<file path="src/rtl/shift_op_sequencer_if.sv">
// Command, barrel-shifter and result signals of the shift-op sequencer.
// The slave side is the sequencer; the master side is the command source plus the shifter.
interface shift_op_sequencer_if #(
    parameter int WIDTH = 32,
    parameter int LEN_W = 5
);
    logic             in_valid;
    logic             in_ready;
    logic [WIDTH-1:0] in_data;
    logic [1:0]       in_op;
    logic [LEN_W-1:0] in_len;
    logic [WIDTH-1:0] bs_data;
    logic             bs_direction;
    logic [LEN_W-1:0] bs_len;
    logic [WIDTH-1:0] bs_out;
    logic             out_valid;
    logic             out_ready;
    logic [WIDTH-1:0] out_result;

    modport master (
        output in_valid, in_data, in_op, in_len, out_ready, bs_out,
        input  in_ready, bs_data, bs_direction, bs_len, out_valid, out_result
    );

    modport slave (
        input  in_valid, in_data, in_op, in_len, out_ready, bs_out,
        output in_ready, bs_data, bs_direction, bs_len, out_valid, out_result
    );
endinterface

</file>
<file path="src/rtl/shift_op_sequencer.sv">
// Sequences shift commands through an external logical barrel shifter.
// SRA and ROL are built from two logical passes OR-ed together.
module shift_op_sequencer #(
    parameter int WIDTH = 32,
    parameter int LEN_W = 5
) (
    input logic                  clk,
    input logic                  rst,
    shift_op_sequencer_if.slave  bus
);
    localparam logic [1:0] IDLE  = 2'd0;
    localparam logic [1:0] PASS1 = 2'd1;
    localparam logic [1:0] PASS2 = 2'd2;
    localparam logic [1:0] DONE  = 2'd3;

    localparam logic [1:0] OP_SLL = 2'b00;
    localparam logic [1:0] OP_SRL = 2'b01;
    localparam logic [1:0] OP_SRA = 2'b10;
    localparam logic [1:0] OP_ROL = 2'b11;

    logic [1:0]       state;
    logic [1:0]       op_q;
    logic             sign_q;
    logic [WIDTH-1:0] acc;
    logic [WIDTH-1:0] bs_data_q;
    logic             bs_dir_q;
    logic [LEN_W-1:0] bs_len_q;
    logic [WIDTH-1:0] result_q;
    logic             accept;
    logic             need_pass2;
    logic             first_dir;
    logic [LEN_W-1:0] len2;

    assign bus.in_ready     = (state == IDLE) || ((state == DONE) && bus.out_ready);
    assign bus.out_valid    = (state == DONE);
    assign bus.bs_data      = bs_data_q;
    assign bus.bs_direction = bs_dir_q;
    assign bus.bs_len       = bs_len_q;
    assign bus.out_result   = result_q;

    assign accept    = bus.in_valid && bus.in_ready;
    assign first_dir = (bus.in_op == OP_SRL) || (bus.in_op == OP_SRA);
    // bs_len still holds the command's shift amount during PASS1.
    assign need_pass2 = (bs_len_q != '0) &&
                        (((op_q == OP_SRA) && sign_q) || (op_q == OP_ROL));
    assign len2 = -bs_len_q;

    always_ff @(posedge clk or posedge rst) begin
        if (rst) begin
            state     <= IDLE;
            op_q      <= OP_SLL;
            sign_q    <= 1'b0;
            acc       <= '0;
            bs_data_q <= '0;
            bs_dir_q  <= 1'b0;
            bs_len_q  <= '0;
            result_q  <= '0;
        end else begin
            case (state)
                IDLE: begin
                    if (accept) begin
                        op_q      <= bus.in_op;
                        sign_q    <= bus.in_data[WIDTH-1];
                        bs_data_q <= bus.in_data;
                        bs_dir_q  <= first_dir;
                        bs_len_q  <= bus.in_len;
                        state     <= PASS1;
                    end
                end
                PASS1: begin
                    acc <= bus.bs_out;
                    if (need_pass2) begin
                        // ROL reuses the original operand, already sitting in bs_data.
                        if (op_q == OP_SRA) begin
                            bs_data_q <= '1;
                        end
                        bs_dir_q <= (op_q == OP_ROL);
                        bs_len_q <= len2;
                        state    <= PASS2;
                    end else begin
                        result_q <= bus.bs_out;
                        state    <= DONE;
                    end
                end
                PASS2: begin
                    result_q <= acc | bus.bs_out;
                    state    <= DONE;
                end
                DONE: begin
                    if (bus.out_ready) begin
                        if (accept) begin
                            op_q      <= bus.in_op;
                            sign_q    <= bus.in_data[WIDTH-1];
                            bs_data_q <= bus.in_data;
                            bs_dir_q  <= first_dir;
                            bs_len_q  <= bus.in_len;
                            state     <= PASS1;
                        end else begin
                            state <= IDLE;
                        end
                    end
                end
                default: state <= IDLE;
            endcase
        end
    end
endmodule

</file>
<file path="src/flat_wrapper.sv">
// flat-port wrapper written by rule: the top's interface ports become plain ports
module shift_op_sequencer_flat 
#(
    parameter int WIDTH = 32,
    parameter int LEN_W = 5
)
  (clk, rst, bus_in_valid, bus_in_data, bus_in_op, bus_in_len, bus_out_ready, bus_bs_out, bus_in_ready, bus_bs_data, bus_bs_direction, bus_bs_len, bus_out_valid, bus_out_result);
  shift_op_sequencer_if #(.WIDTH(WIDTH), .LEN_W(LEN_W)) bus_i ();
  input logic clk;
  input logic rst;
  input wire logic [$bits(bus_i.in_valid)-1:0] bus_in_valid;
  input wire logic [$bits(bus_i.in_data)-1:0] bus_in_data;
  input wire logic [$bits(bus_i.in_op)-1:0] bus_in_op;
  input wire logic [$bits(bus_i.in_len)-1:0] bus_in_len;
  input wire logic [$bits(bus_i.out_ready)-1:0] bus_out_ready;
  input wire logic [$bits(bus_i.bs_out)-1:0] bus_bs_out;
  output wire logic [$bits(bus_i.in_ready)-1:0] bus_in_ready;
  output wire logic [$bits(bus_i.bs_data)-1:0] bus_bs_data;
  output wire logic [$bits(bus_i.bs_direction)-1:0] bus_bs_direction;
  output wire logic [$bits(bus_i.bs_len)-1:0] bus_bs_len;
  output wire logic [$bits(bus_i.out_valid)-1:0] bus_out_valid;
  output wire logic [$bits(bus_i.out_result)-1:0] bus_out_result;
  assign bus_i.in_valid = bus_in_valid;
  assign bus_i.in_data = bus_in_data;
  assign bus_i.in_op = bus_in_op;
  assign bus_i.in_len = bus_in_len;
  assign bus_i.out_ready = bus_out_ready;
  assign bus_i.bs_out = bus_bs_out;
  assign bus_in_ready = bus_i.in_ready;
  assign bus_bs_data = bus_i.bs_data;
  assign bus_bs_direction = bus_i.bs_direction;
  assign bus_bs_len = bus_i.bs_len;
  assign bus_out_valid = bus_i.out_valid;
  assign bus_out_result = bus_i.out_result;
  shift_op_sequencer #(.WIDTH(WIDTH), .LEN_W(LEN_W)) u_core (.clk(clk), .rst(rst), .bus(bus_i));
endmodule
</file>
<file path="config.mk">
export PLATFORM = sky130hd
export DESIGN_NAME = shift_op_sequencer_flat
export DESIGN_NICKNAME = d
export VERILOG_FILES = /design/src/rtl/shift_op_sequencer_if.sv /design/src/rtl/shift_op_sequencer.sv /design/src/flat_wrapper.sv
export SDC_FILE = /design/constraint.sdc
export NUM_CORES = 1
export LEC_CHECK = 0
export BUFFER_PORTS_ARGS = -buffer_cell sky130_fd_sc_hd__buf_2
export CAP_MARGIN = 15
export CORE_ASPECT_RATIO = 0.7
export CORE_MARGIN = 4
export CORE_UTILIZATION = 55
export CTS_BUF_LIST = sky130_fd_sc_hd__clkbuf_8
export DETAILED_ROUTE_END_ITERATION = 10
export MAX_ROUTING_LAYER = met4
export PLACE_DENSITY = 0.85
export SKIP_CTS_REPAIR_TIMING = 1
export SYNTH_ARGS = -nofsm -noshare
export SYNTH_HDL_FRONTEND = slang
export SYNTH_SLANG_ARGS = --single-unit
</file>
<file path="constraint.sdc">
create_clock -name clk -period 5.85 [get_ports clk]
set_clock_uncertainty 0.2 [all_clocks]
set_input_delay 0 -clock clk [delete_from_list [all_inputs] [get_ports clk]]
set_output_delay 0 -clock clk [all_outputs]
set_load 0.05 [all_outputs]
</file>
After elaboration in Yosys (flattened, before gate mapping)
Cells that the tools add are included.
{"block": "op_classes", "add_sub_neg": 1, "eq_ne": 12, "mux": 26, "bitwise": 1, "reduce_logical": 17}
{"cell": "$mux W32", "n": 5}
{"cell": "$pmux W32 S3", "n": 1}
{"cell": "$pmux W32 S2", "n": 1}
{"cell": "$or A32 B32 Y32", "n": 1}
{"cell": "$mux W5", "n": 3}
{"cell": "$pmux W5 S3", "n": 1}
{"cell": "$eq A2 B2 Y1 const B", "n": 5}
{"cell": "$mux W2", "n": 4}
{"cell": "$pmux W2 S4", "n": 1}
{"cell": "$mux W1", "n": 7}
{"cell": "$ne A2 B1 Y1 const B", "n": 3}
{"cell": "$reduce_and A2 Y1", "n": 3}
{"cell": "$neg A5 Y5", "n": 1}
{"cell": "$reduce_bool A5 Y1", "n": 1}
{"cell": "$eq A2 B1 Y1 const B", "n": 2}
{"cell": "$logic_and A1 B1 Y1", "n": 4}
{"cell": "$ne A2 B2 Y1 const B", "n": 2}
{"cell": "$pmux W2 S2", "n": 1}
{"cell": "$reduce_and A4 Y1", "n": 1}
{"cell": "$reduce_bool A2 Y1", "n": 2}
{"cell": "$logic_or A1 B1 Y1", "n": 3}
{"cell": "$pmux W1 S3", "n": 1}
{"cell": "$reduce_and A3 Y1", "n": 1}
{"cell": "$reduce_bool A3 Y1", "n": 1}
{"cell": "other kinds (2)", "n": 2}
{"block": "totals", "register_bits": 107, "in_bits": 75, "out_inout_bits": 72, "word_cells": 65}

Longest topological paths before layout
Gate-level depths: netlist of the first run.
{"block": "logic_depth", "word_depth": 7, "mapped_depth": 9, "ltp_nobuf": 8}

Worst setup path after synthesis of the first run
OpenSTA, ideal clock, no wires.
{"block": "synth_timing", "kind": "register to register", "startpoint": "reg u_core.bs_len_q[1], in the netlist u_core.bus.bs_len[1]", "endpoint": "reg u_core.bs_data_q[0], in the netlist u_core.bus.bs_data[0]", "setup_ps": 66, "arrival_time_ps": 2197, "t_required_ps": 5584, "slack_ps": 3388, "stages_incl_launch_ff": 10, "n_path_buf": 1, "synth_period_minus_slack_ps": 2462, "cell_sequence": "dfrtp_1 > inv_1 > ha_1 > nor3b_1 > ha_1 > and2b_1 > nand4_1 > a21oi_2 > buf_4 > o22a_1"}
{"block": "synth_between", "elab_chain_cells": 4}
{"element": "from (decl)", "line_no": "shift_op_sequencer.sv:27", "rtl": "logic [LEN_W-1:0] bs_len_q;"}
{"element": "from (signal assigned)", "line_no": "shift_op_sequencer.sv:66", "rtl": "bs_len_q <= bus.in_len;"}
{"element": "from (signal assigned)", "line_no": "shift_op_sequencer.sv:78", "rtl": "bs_len_q <= len2;"}
{"element": "from (signal assigned)", "line_no": "shift_op_sequencer.sv:96", "rtl": "bs_len_q <= bus.in_len;"}
{"element": "$reduce_bool A5 Y1", "line_no": "shift_op_sequencer.sv:44", "rtl": "assign need_pass2 = (bs_len_q != '0) &&"}
{"element": "$logic_and A1 B1 Y1", "line_no": "shift_op_sequencer.sv:44"}
{"element": "$ne A2 B1 Y1 (no line)"}
{"element": "$reduce_and A4 Y1 (no line)"}
{"element": "to (signal assigned)", "line_no": "shift_op_sequencer.sv:64", "rtl": "bs_data_q <= bus.in_data;"}
{"element": "to (signal assigned)", "line_no": "shift_op_sequencer.sv:94", "rtl": "bs_data_q <= bus.in_data;"}
{"element": "to (decl)", "line_no": "shift_op_sequencer.sv:25", "rtl": "logic [WIDTH-1:0] bs_data_q;"}
Every way passes these cells.
A chain may end at the register's enable or synchronous reset.

Worst setup path after layout of the first run
{"block": "layout_timing", "startpoint": "reg u_core.state[1]", "endpoint": "reg u_core.result_q[10], in the netlist u_core.bus.out_result[10]"}
{"block": "layout_between", "elab_chain_cells": 3}
{"element": "from (decl)", "line_no": "shift_op_sequencer.sv:21", "rtl": "logic [1:0] state;"}
{"element": "from (signal assigned)", "line_no": "shift_op_sequencer.sv:50", "rtl": "state <= IDLE;"}
{"element": "from (signal assigned)", "line_no": "shift_op_sequencer.sv:67", "rtl": "state <= PASS1;"}
{"element": "from (signal assigned)", "line_no": "shift_op_sequencer.sv:79", "rtl": "state <= PASS2;"}
{"element": "$eq A2 B1 Y1 or $eq A2 B2 Y1 (tied branches)", "line_no": "shift_op_sequencer.sv:59", "rtl": "case (state)"}
{"element": "$ne A2 B2 Y1 (no line) or $reduce_bool A2 Y1 (tied branches)"}
{"element": "$reduce_and A2 Y1 (no line)"}
{"element": "to (signal assigned)", "line_no": "shift_op_sequencer.sv:81", "rtl": "result_q <= bus.bs_out;"}
{"element": "to (signal assigned)", "line_no": "shift_op_sequencer.sv:86", "rtl": "result_q <= acc | bus.bs_out;"}
{"element": "to (decl)", "line_no": "shift_op_sequencer.sv:28", "rtl": "logic [WIDTH-1:0] result_q;"}
Several ways; a longest one is shown, not always the timed one.

==> results of run 1 <==
==> layer usage <==
layer  up-vias  global-route usage (%)  routed length, um
met1      1857                   28.14               4805
met3        16                   4.611                587
met4         0                   5.833                176
met2       115                   34.23               6043
met5         -                       -                  0
li1       1746                       -                  -
==> cells in the final DEF, fill, tap and decap left out, types with 4 or more instances in the layout <==
cell | Yosys | final
nor2b_1 | 4 | 4
ha_1 | 8 | 7
dlygate4sd3_1 | 0 | 74
nand3_1 | 5 | 5
mux2_2 | 37 | 37
inv_1 | 7 | 6
buf_4 | 5 | 5
nand2_1 | 5 | 5
a21oi_1 | 38 | 38
clkbuf_8 | 0 | 9
a21oi_2 | 29 | 29
buf_2 | 9 | 146
o21ai_0 | 5 | 5
o221a_2 | 4 | 4
nor2_1 | 35 | 35
dfrtp_1 | 107 | 107
o22a_1 | 36 | 36
==> critical path, stage by stage, from the launching register on <==
cell     delay (ps)
dfrtp_1         430
inv_1           130
ha_2            930
nor2_1          190
a31oi_4         820
buf_4           540
nor2_1          110
a21oi_1         170
==> how the worst max path moves through the flow <==
stage	to	slack, ps
detailed placement	u_core.bus.out_result[14]$_DFFE_PP0P_	2310
global placement	u_core.bus.out_result[16]$_DFFE_PP0P_	2440
global route	u_core.bus.out_result[10]$_DFFE_PP0P_	1930
CTS	u_core.bus.out_result[12]$_DFFE_PP0P_	2280
floorplan	u_core.acc[0]$_DFFE_PP0P_	2830
finish	u_core.bus.out_result[10]$_DFFE_PP0P_	2220
==> through the flow <==
step                utilization [%]  cell area, um2  total power, uW  worst slack (ps)
CTS                           69.16            5514             3962              2281
global route                  78.45            6255             4228              1932
global placement              66.96            5339             3468              2440
floorplan                         -            4582             3109              2833
finish                        78.45            6255             4007              2224
detailed placement            66.96            5339             3554              2307
==> registers in the layout, indices dropped and copies added, names as in the netlist <==
register / cells
u_core.acc: 32
u_core.bus.bs_direction: 1
u_core.state: 2
u_core.sign_q: 1
u_core.bus.out_result: 32
u_core.bus.bs_len: 5
u_core.op_q: 2
u_core.bus.bs_data: 32
==> layout make-up <==
type	instances	area [um2]
clock inverters	7	51.30
flip-flops and latches	107	2678
fillers	508	1718
inverters	7	28.78
well taps	101	126.4
repair buffers	225	1509
clock buffers	9	123.9
multi-input cells	230	1738
==> power groups by stage <==
stage | clock (uW) | combinational (uW) | sequential (uW)
floorplan | 0 | 1060 | 2050
global placement | 0 | 2170 | 1300
detailed placement | 0 | 2230 | 1320
CTS | 419 | 2230 | 1310
global route | 443 | 2430 | 1360
finish | 402 | 2280 | 1320
==> kinds of logic (layout without fill, tap and decap cells) <==
kind of cell	count (synthesis)	in the layout	synth area share (%)
buf+inv	29	248	3.686
flops	107	107	58.44
simple gates	63	63	6.363
fa+ha+maj	8	8	2.185
compound gates	119	119	19.61
xor+xnor	1	1	0.1912
mux	39	39	9.530
==> results.sh, run 1 <==
export IMPL_cp_max_fo=50
export IMPL_antenna_found_initial=0
export IMPL_swShare_pct=50.57
export IMPL_max_freq_mhz=275.8
export IMPL_grt_util_all_layers_pct=21.52
export IMPL_power_frac_clock_pct=10.0
export IMPL_ys_top_cells_by_count="107 x dfrtp_1, 38 x a21oi_1, 37 x mux2_2, 36 x o22a_1, 35 x nor2_1"
export IMPL_rrSetupSlack_ps=2220
export IMPL_syn_inst=366
export IMPL_cts_max_level=3
export IMPL_internal_power_uw=1981
export IMPL_placed_cells=596
export IMPL_ant_nets=0
export IMPL_drcViolationCount=0
export IMPL_grt_overflow=0
export IMPL_portBuffers=146
export IMPL_initial_core_util_pct=57.47
export IMPL_p_seq_share_pct=33.1
export IMPL_clkSinkCount=107
export IMPL_r2r_end="u_core.bus.out_result[10]$_DFFE_PP0P_"
export IMPL_firstDrtPassIters=4
export IMPL_synthTopCellsByArea="dfrtp_1 58%, mux2_2 9.1%, o22a_1 6.9%, a21oi_2 5.5%, a21oi_1 4.2%"
export IMPL_cts_buffers_inserted=9
export IMPL_rows=27
export IMPL_slew_violations=0
export IMPL_coreArea_um2=7973
export IMPL_arrival_ps=3690
export IMPL_p_sw_uw=2026
export IMPL_finalSetupViolCount=0
export IMPL_cts_buffer_depth=2
export IMPL_die_height_um=84.37
export IMPL_areaGrowthSynthToFinish_pct=36.51
export IMPL_ioPinCount=147
export IMPL_status="complete, no violations"
export IMPL_ir_drop_mv=0.3696
export IMPL_dieArea_um2=9878
export IMPL_wl_um=11610
export IMPL_grt_pass1_wl_um=16500
export IMPL_num_vias=3734
export IMPL_ys_warn_count=0
export IMPL_drv_cap=0
export IMPL_min_to="u_core.state[0]$_DFFE_PP0P_"
export IMPL_r2r_cells=7
export IMPL_cts_tree="yes"
export IMPL_startpoint_type="flip-flop"
export IMPL_worstSetupPathType="flip-flop to flip-flop"
export IMPL_p_leak_uw=0.002730
export IMPL_grt_pass1_vias=3446
export IMPL_rsz0062_at_grt="no"
export IMPL_finalWeightedCongestion=0.8530
export IMPL_syn_area_um2=4582
export IMPL_hold_ws_ps=31.65
export IMPL_holdCritPathClass="primary input to flip-flop"
export IMPL_worstSkewPairLatency_ps=360
export IMPL_critical_path_required_ps=5920
export IMPL_layout_drive_gt1_share_pct=41.37
export IMPL_min_from="bus_out_ready"
export IMPL_synth_ff_latch_count=107
export IMPL_synthMostInstantiatedCell="dfrtp_1"
export IMPL_avgSynthCellArea_um2=12.52
export IMPL_hold_viol=0
export IMPL_p_comb_share_pct=56.9
export IMPL_synth_async_reset_ratio_pct=100.0
export IMPL_powerDensity_nw_per_um2=640.6
export IMPL_die_width_um=117.1
export IMPL_synth_top_area_share_pct=58.44
export IMPL_fin_cells=686
export IMPL_max_slew_margin_pct=27.30
export IMPL_grt_max_degree=81
export IMPL_synth_flop_cell="dfrtp_1"
export IMPL_synth_edff_count=0
export IMPL_finalCritPeriodShare_pct=61.99
export IMPL_synth_top_cell_by_area="dfrtp_1"
export IMPL_hold_depth=4
export IMPL_wl_per_cell_um=16.93
export IMPL_syn_num_nets=449
export IMPL_cts_reportedPaths_clkPinSlew_ps=90
export IMPL_timing_rr_start="u_core.state[1]$_DFFE_PP0P_"
export IMPL_num_nets_final=663
export IMPL_via_per_inst=5.443
export IMPL_min_period_ps=3626
export IMPL_hpwlAfterDp_um=7451
export IMPL_yosysUniqueCellTypes=34
export IMPL_crit_path_end_kind="flip-flop"
export IMPL_worst_pin_slew_ps=1091
export IMPL_seq_area_frac_synth_pct=58.44
export IMPL_fin_tns_setup_ps=0
export IMPL_antenna_cells=0
export IMPL_startpoint="u_core.state[1]$_DFFE_PP0P_"
export IMPL_root_buffer="clkbuf_8"
export IMPL_dr_first_iter_drc_count=278
No activity file was read; power rests on OpenSTA's default activity.
==> run 2, diff against run 1 <==
- ABC_AREA: default -> 1
- CORE_UTILIZATION: 55 -> 48
- PLACE_DENSITY: 0.85 -> 0.78
- clock period: 5.85 -> 3.3 ns (I/O delays scaled with it)
==> run 2 against run 1 <==
The run now ends with hold timing left. Count of clock-buffer cells in the layout did not move. Area after synthesis rose by 6.1%. Non-clock buffer count rose by 8. Die area rose by 20%. Global-route usage fell by 0.43 points. Final cell count rose by 32%. Via count rose by 25%. Worst hold slack got worse by 68 ps. Setup slack got worse by 1600 ps. Flip-flop and latch count did not move. Routed wire length rose by 15%. Largest cell class unchanged.
==> results.sh, run 2 <==
export IMPL_mostFrequentLayoutCells="204 x nand2_1, 146 x buf_2, 107 x dfrtp_1"
export IMPL_dr_first_iter_drc_count=346
export IMPL_drv_cap=0
export IMPL_worstSetupPathType="flip-flop to flip-flop"
export IMPL_cts_buffers_inserted=9
export IMPL_timing_rr_start="u_core.bus.bs_len[0]$_DFFE_PP0P_"
export IMPL_die_height_um=92.22
export IMPL_cp_max_fo=34
export IMPL_num_nets_final=854
export IMPL_areaGrowthSynthToFinish_pct=35.40
export IMPL_synth_top_cell_by_area="dfrtp_1"
export IMPL_hpwlAfterDp_um=8469
export IMPL_holdCritPathClass="primary input to flip-flop"
export IMPL_layout_drive_gt1_share_pct=27.96
export IMPL_synth_edff_count=0
export IMPL_die_width_um=128.3
export IMPL_ant_nets=0
export IMPL_portBuffers=146
export IMPL_max_slew_margin_pct=34.98
export IMPL_crit_path_end="u_core.bus.bs_data[21]$_DFFE_PP0P_"
export IMPL_hold_viol=2
export IMPL_synthMostInstantiatedCell="nand2_1"
export IMPL_cts_tree="yes"
export IMPL_syn_num_nets=644
export IMPL_cts_max_level=3
export IMPL_antenna_cells=0
export IMPL_synth_top_area_share_pct=55.06
export IMPL_coreArea_um2=9797
export IMPL_slew_violations=0
export IMPL_wl_per_cell_um=14.76
export IMPL_seq_area_frac_synth_pct=55.06
export IMPL_startpoint="u_core.bus.bs_len[0]$_DFFE_PP0P_"
export IMPL_min_period_ps=2674
export IMPL_syn_area_um2=4863
export IMPL_yosysUniqueCellTypes=23
export IMPL_grt_util_all_layers_pct=21.09
export IMPL_dieArea_um2=11830
export IMPL_firstDrtPassIters=5
export IMPL_grt_pass1_wl_um=19670
export IMPL_hold_ws_ps=-36.05
export IMPL_syn_inst=561
export IMPL_synth_flop_cell="dfrtp_1"
export IMPL_wl_um=13340
export IMPL_ioPinCount=147
export IMPL_synth_async_reset_ratio_pct=100.0
export IMPL_arrival_ps=2780
export IMPL_rsz0062_at_grt="no"
export IMPL_status="finished, violations left"
export IMPL_rows=30
export IMPL_antenna_found_initial=0
export IMPL_num_vias=4666
export IMPL_critical_path_required_ps=3410
export IMPL_r2r_cells=12
export IMPL_ys_top_cells_by_count="204 x nand2_1, 107 x dfrtp_1, 66 x a21oi_1, 36 x nand4_1, 36 x nor2_1"
export IMPL_initial_core_util_pct=49.64
export IMPL_finalSetupViolCount=0
export IMPL_grt_overflow=0
export IMPL_ys_warn_count=0
export IMPL_via_per_inst=5.162
export IMPL_max_freq_mhz=374.0
export IMPL_grt_pass1_vias=4045
export IMPL_cts_reportedPaths_clkPinSlew_ps=100
export IMPL_crit_path_end_kind="flip-flop"
export IMPL_mostFrequentLayoutCell="nand2_1"
export IMPL_finalCritPeriodShare_pct=81.02
export IMPL_worst_pin_slew_ps=975.4
export IMPL_finalWeightedCongestion=0.8714
export IMPL_synthTopCellsByArea="dfrtp_1 55%, nand2_1 16%, a21oi_1 6.8%, nand4_1 4.6%, or2_2 4.0%"
export IMPL_root_buffer="clkbuf_8"
export IMPL_clkSinkCount=107
export IMPL_rrSetupSlack_ps=630
export IMPL_startpoint_type="flip-flop"
export IMPL_avgSynthCellArea_um2=8.669
export IMPL_drcViolationCount=0
export IMPL_fin_tns_setup_ps=0
export IMPL_worstSkewPairLatency_ps=370
export IMPL_r2r_end="u_core.bus.bs_data[21]$_DFFE_PP0P_"
export IMPL_grt_max_degree=83
export IMPL_synth_ff_latch_count=107
export IMPL_failed_checks="hold timing"
export IMPL_cts_buffer_depth=2
-- run 2: cell count changes after synthesis, moves of 9 or more --
| cell | delta |
|---|---|
| o22a_1 | -36 |
| inv_1 | +9 |
| a21oi_1 | +28 |
| nand4_1 | +35 |
| a21oi_2 | -29 |
| mux2_2 | -37 |
| or2_2 | +31 |
| nand2_1 | +199 |
-- run 2: layer usage --
layer,vias to the layer above,global-route usage [%],wire (um)
li1,2225,-,-
met3,30,5.355,1196
met2,222,31.85,6380
met1,2189,28.97,5541
met4,0,4.505,226
met5,-,-,0
-- run 2: area by class of cell --
class                           count  area [um2]
Clock inverter                      7       62.56
Timing Repair Buffer              233        1579
Clock buffer                        9       123.9
Fill cell                         753        3212
Multi-Input combinational cell    400        1904
Tap cell                          128       160.2
Inverter                           20       77.57
Sequential cell                   107        2678
-- run 2: worst max-delay path, stage by stage, from the launching register on --
cell	delay, ps
dfrtp_1	380
inv_1	80
ha_1	220
nand2_1	90
nor2_1	50
ha_1	190
nor2_2	120
nand2_2	90
a21oi_4	120
buf_4	320
nand4_1	120
dlygate4sd3_1	580
nand2_1	60
-- run 2: stage by stage --
| stage | hold WS (ps) | cell area, um2 | setup WS, ps | std cells | utilization (%) |
|---|---|---|---|---|---|
| 4_1_cts | -384.2 | 5804 | 909.8 | 826 | 59.25 |
| 5_1_grt | 5.531 | 6585 | 485.8 | 904 | 67.22 |
| 6_report | -36.05 | 6585 | 626.3 | 904 | 67.22 |
| 3_5_place_dp | 24.59 | 5618 | 936.1 | 810 | 57.34 |
| 3_3_place_gp | 18.75 | 5618 | 1026 | 810 | 57.34 |
| 2_1_floorplan | -87.58 | 4863 | 282.8 | 561 | - |
-- run 2: cells by family (layout without fill, tap and decap cells) --
logic type               count (synthesis)  count (layout)  synth area share (%)
AND/OR/NAND/NOR                        317             317                 28.87
flip-flops                             107             107                 55.06
AO/OA/AOI/OAI                           73              73                 7.821
buffers and inverters                   54             269                 5.840
adder cells (fa/ha/maj)                  8               8                 2.058
XOR/XNOR                                 2               2                0.3602
-- run 2: worst min-delay path by stage --
stage / startpoint / endpoint / slack (ps) / cells after the start
floorplan: bus_bs_out[0] / u_core.acc[0]$_DFFE_PP0P_ / -90 / 2
global placement: bus_bs_out[21] / u_core.acc[21]$_DFFE_PP0P_ / 20 / 3
detailed placement: bus_bs_out[2] / u_core.acc[2]$_DFFE_PP0P_ / 20 / 3
CTS: bus_bs_out[0] / u_core.acc[0]$_DFFE_PP0P_ / -380 / 3
global route: bus_out_ready / u_core.sign_q$_DFFE_PP0P_ / 6 / 5
finish: bus_out_ready / u_core.sign_q$_DFFE_PP0P_ / -40 / 5
Power of run 2 is not shown: default switching activity piles up to over one toggle a cycle in this logic, so the estimate is an artifact.
==> run 3, diff against run 2 <==
- clock period: 3.3 -> 2.3 ns (I/O delays scaled with it)
==> run 3 against run 2 <==
The flow now finishes without violations. Non-clock buffer count decreased by 2. Global-route usage rose by 0.62 points. Count of clock-buffer cells in the layout increased by 1. Setup slack got worse by 460 ps. Fmax rose by 25%. Flip-flop and latch count unchanged.
==> results.sh, run 3 (same netlist as run 2, synthesis figures left out) <==
export IMPL_cts_reportedPaths_clkPinSlew_ps=100
export IMPL_die_height_um=92.22
export IMPL_areaGrowthSynthToFinish_pct=36.20
export IMPL_slew_violations=0
export IMPL_arrival_ps=2210
export IMPL_drcViolationCount=0
export IMPL_max_freq_mhz=468.2
export IMPL_num_vias=4691
export IMPL_status="complete, no violations"
export IMPL_worst_pin_slew_ps=544.7
export IMPL_regArea_um2=2678
export IMPL_cts_tree="yes"
export IMPL_cp_max_fo=64
export IMPL_worst_slack_ps=164.4
export IMPL_die_width_um=128.3
export IMPL_num_nets_final=852
export IMPL_ant_nets=0
export IMPL_wl_per_cell_um=15.65
export IMPL_antenna_cells=0
export IMPL_nFillCells=751
export IMPL_ioPinCount=147
export IMPL_dp_slack_ps=162.3
export IMPL_portBuffers=146
export IMPL_clkSinkCount=107
export IMPL_coreArea_um2=9797
export IMPL_drv_cap=0
export IMPL_antenna_found_initial=0
export IMPL_initial_core_util_pct=49.64
export IMPL_wl_um=14100
export IMPL_dr_first_iter_drc_count=361
export IMPL_multi_input_area_um2=1907
export IMPL_cts_max_level=3
export IMPL_crit_buf_inv=2
export IMPL_mostFrequentLayoutCells="204 x nand2_1, 146 x buf_2, 107 x dfrtp_1"
export IMPL_mostFrequentLayoutCell="nand2_1"
export IMPL_root_buffer="clkbuf_8"
export IMPL_max_slew_margin_pct=63.61
export IMPL_holdCritPathClass="primary input to asynchronous set/reset pin"
export IMPL_min_period_ps=2136
export IMPL_placed_cells=812
export IMPL_cts_buffer_depth=2
export IMPL_max_stage_delay_ps=410
export IMPL_hpwlAfterDp_um=8389
export IMPL_grt_pass1_vias=4153
export IMPL_crit_path_end_kind="flip-flop"
export IMPL_grt_util_all_layers_pct=21.71
export IMPL_finalWeightedCongestion=0.8872
export IMPL_via_per_inst=5.206
export IMPL_grt_max_degree=72
export IMPL_finalCritPeriodShare_pct=92.85
export IMPL_hold_viol=0
export IMPL_critical_path_required_ps=2370
export IMPL_worstSetupPathType="flip-flop to flip-flop"
export IMPL_path_delay_family="simple AND/OR/NAND/NOR gates"
export IMPL_rrSetupSlack_ps=160
export IMPL_rows=30
export IMPL_cts_buffers_inserted=9
export IMPL_layout_drive_gt1_share_pct=28.20
export IMPL_startpoint_type="flip-flop"
export IMPL_firstDrtPassIters=4
export IMPL_dieArea_um2=11830
export IMPL_fin_cells=901
export IMPL_finalSetupViolCount=0
export IMPL_slowest_stage="dfrtp_1"
export IMPL_grt_overflow=0
export IMPL_grt_pass1_wl_um=20300
export IMPL_worstSkewPairLatency_ps=360
export IMPL_crit_chain="inv_1 > ha_1 > nand2_1 > nor2_1 > ha_1 > nor2_2 > nand2_2 > nand2_4 > nand2_4 > buf_12 > nor2_1 > a21oi_1"
-- run 3: path summary, 6_finish.rpt --
check | from | to | cells past startpoint
setup reg to reg | u_core.bus.bs_len[0]$_DFFE_PP0P_ | u_core.bus.out_result[21]$_DFFE_PP0P_ | 12
hold reg to reg | u_core.bus.bs_data[22]$_DFFE_PP0P_ | u_core.bus.bs_data[22]$_DFFE_PP0P_ | 2
max in group asynchronous | rst | u_core.bus.out_result[21]$_DFFE_PP0P_ | 4
setup / recovery | u_core.bus.bs_len[0]$_DFFE_PP0P_ | u_core.bus.out_result[21]$_DFFE_PP0P_ | 12
min in group clk | bus_bs_out[17] | u_core.acc[17]$_DFFE_PP0P_ | 4
hold / removal | rst | u_core.bus.out_result[23]$_DFFE_PP0P_ | 3
-- run 3: layout make-up --
class	instances	area share, %
sequential	107	40.42
multi-input combinational	400	28.79
timing repair buffer	231	24.65
tap	128	2.418
clock buffer	10	2.078
inverter	20	1.190
clock inverter	5	0.4533
-- run 3: per-stage QoR --
step           instance area [um2]  setup TNS [ps]  hold WS, ps  util, %
2_1_floorplan                 4870               0       -87.58        -
3_3_place_gp                  5712               0       -131.0    58.30
3_5_place_dp                  5712               0       -126.5    58.30
4_1_cts                       5879               0       -527.3    60.01
5_1_grt                       6624          -39.67        76.23    67.61
6_report                      6624               0        44.24    67.61
-- run 3: metal layers --
layer / GRT usage (%) / routed length (um)
met5: - / 0
met3: 4.773 / 1074
met4: 5.565 / 244
met1: 29.74 / 5903
met2: 33.02 / 6875
-- run 3: worst register-to-register path: cells and delay by family, from the launching register on --
kind | cells | cell delay [ps]
flops | 1 | 410
buf+inv | 2 | 340
fa+ha+maj | 2 | 350
simple gates | 7 | 590
compound gates | 1 | 160
Power of run 3 is left out for the same reason.
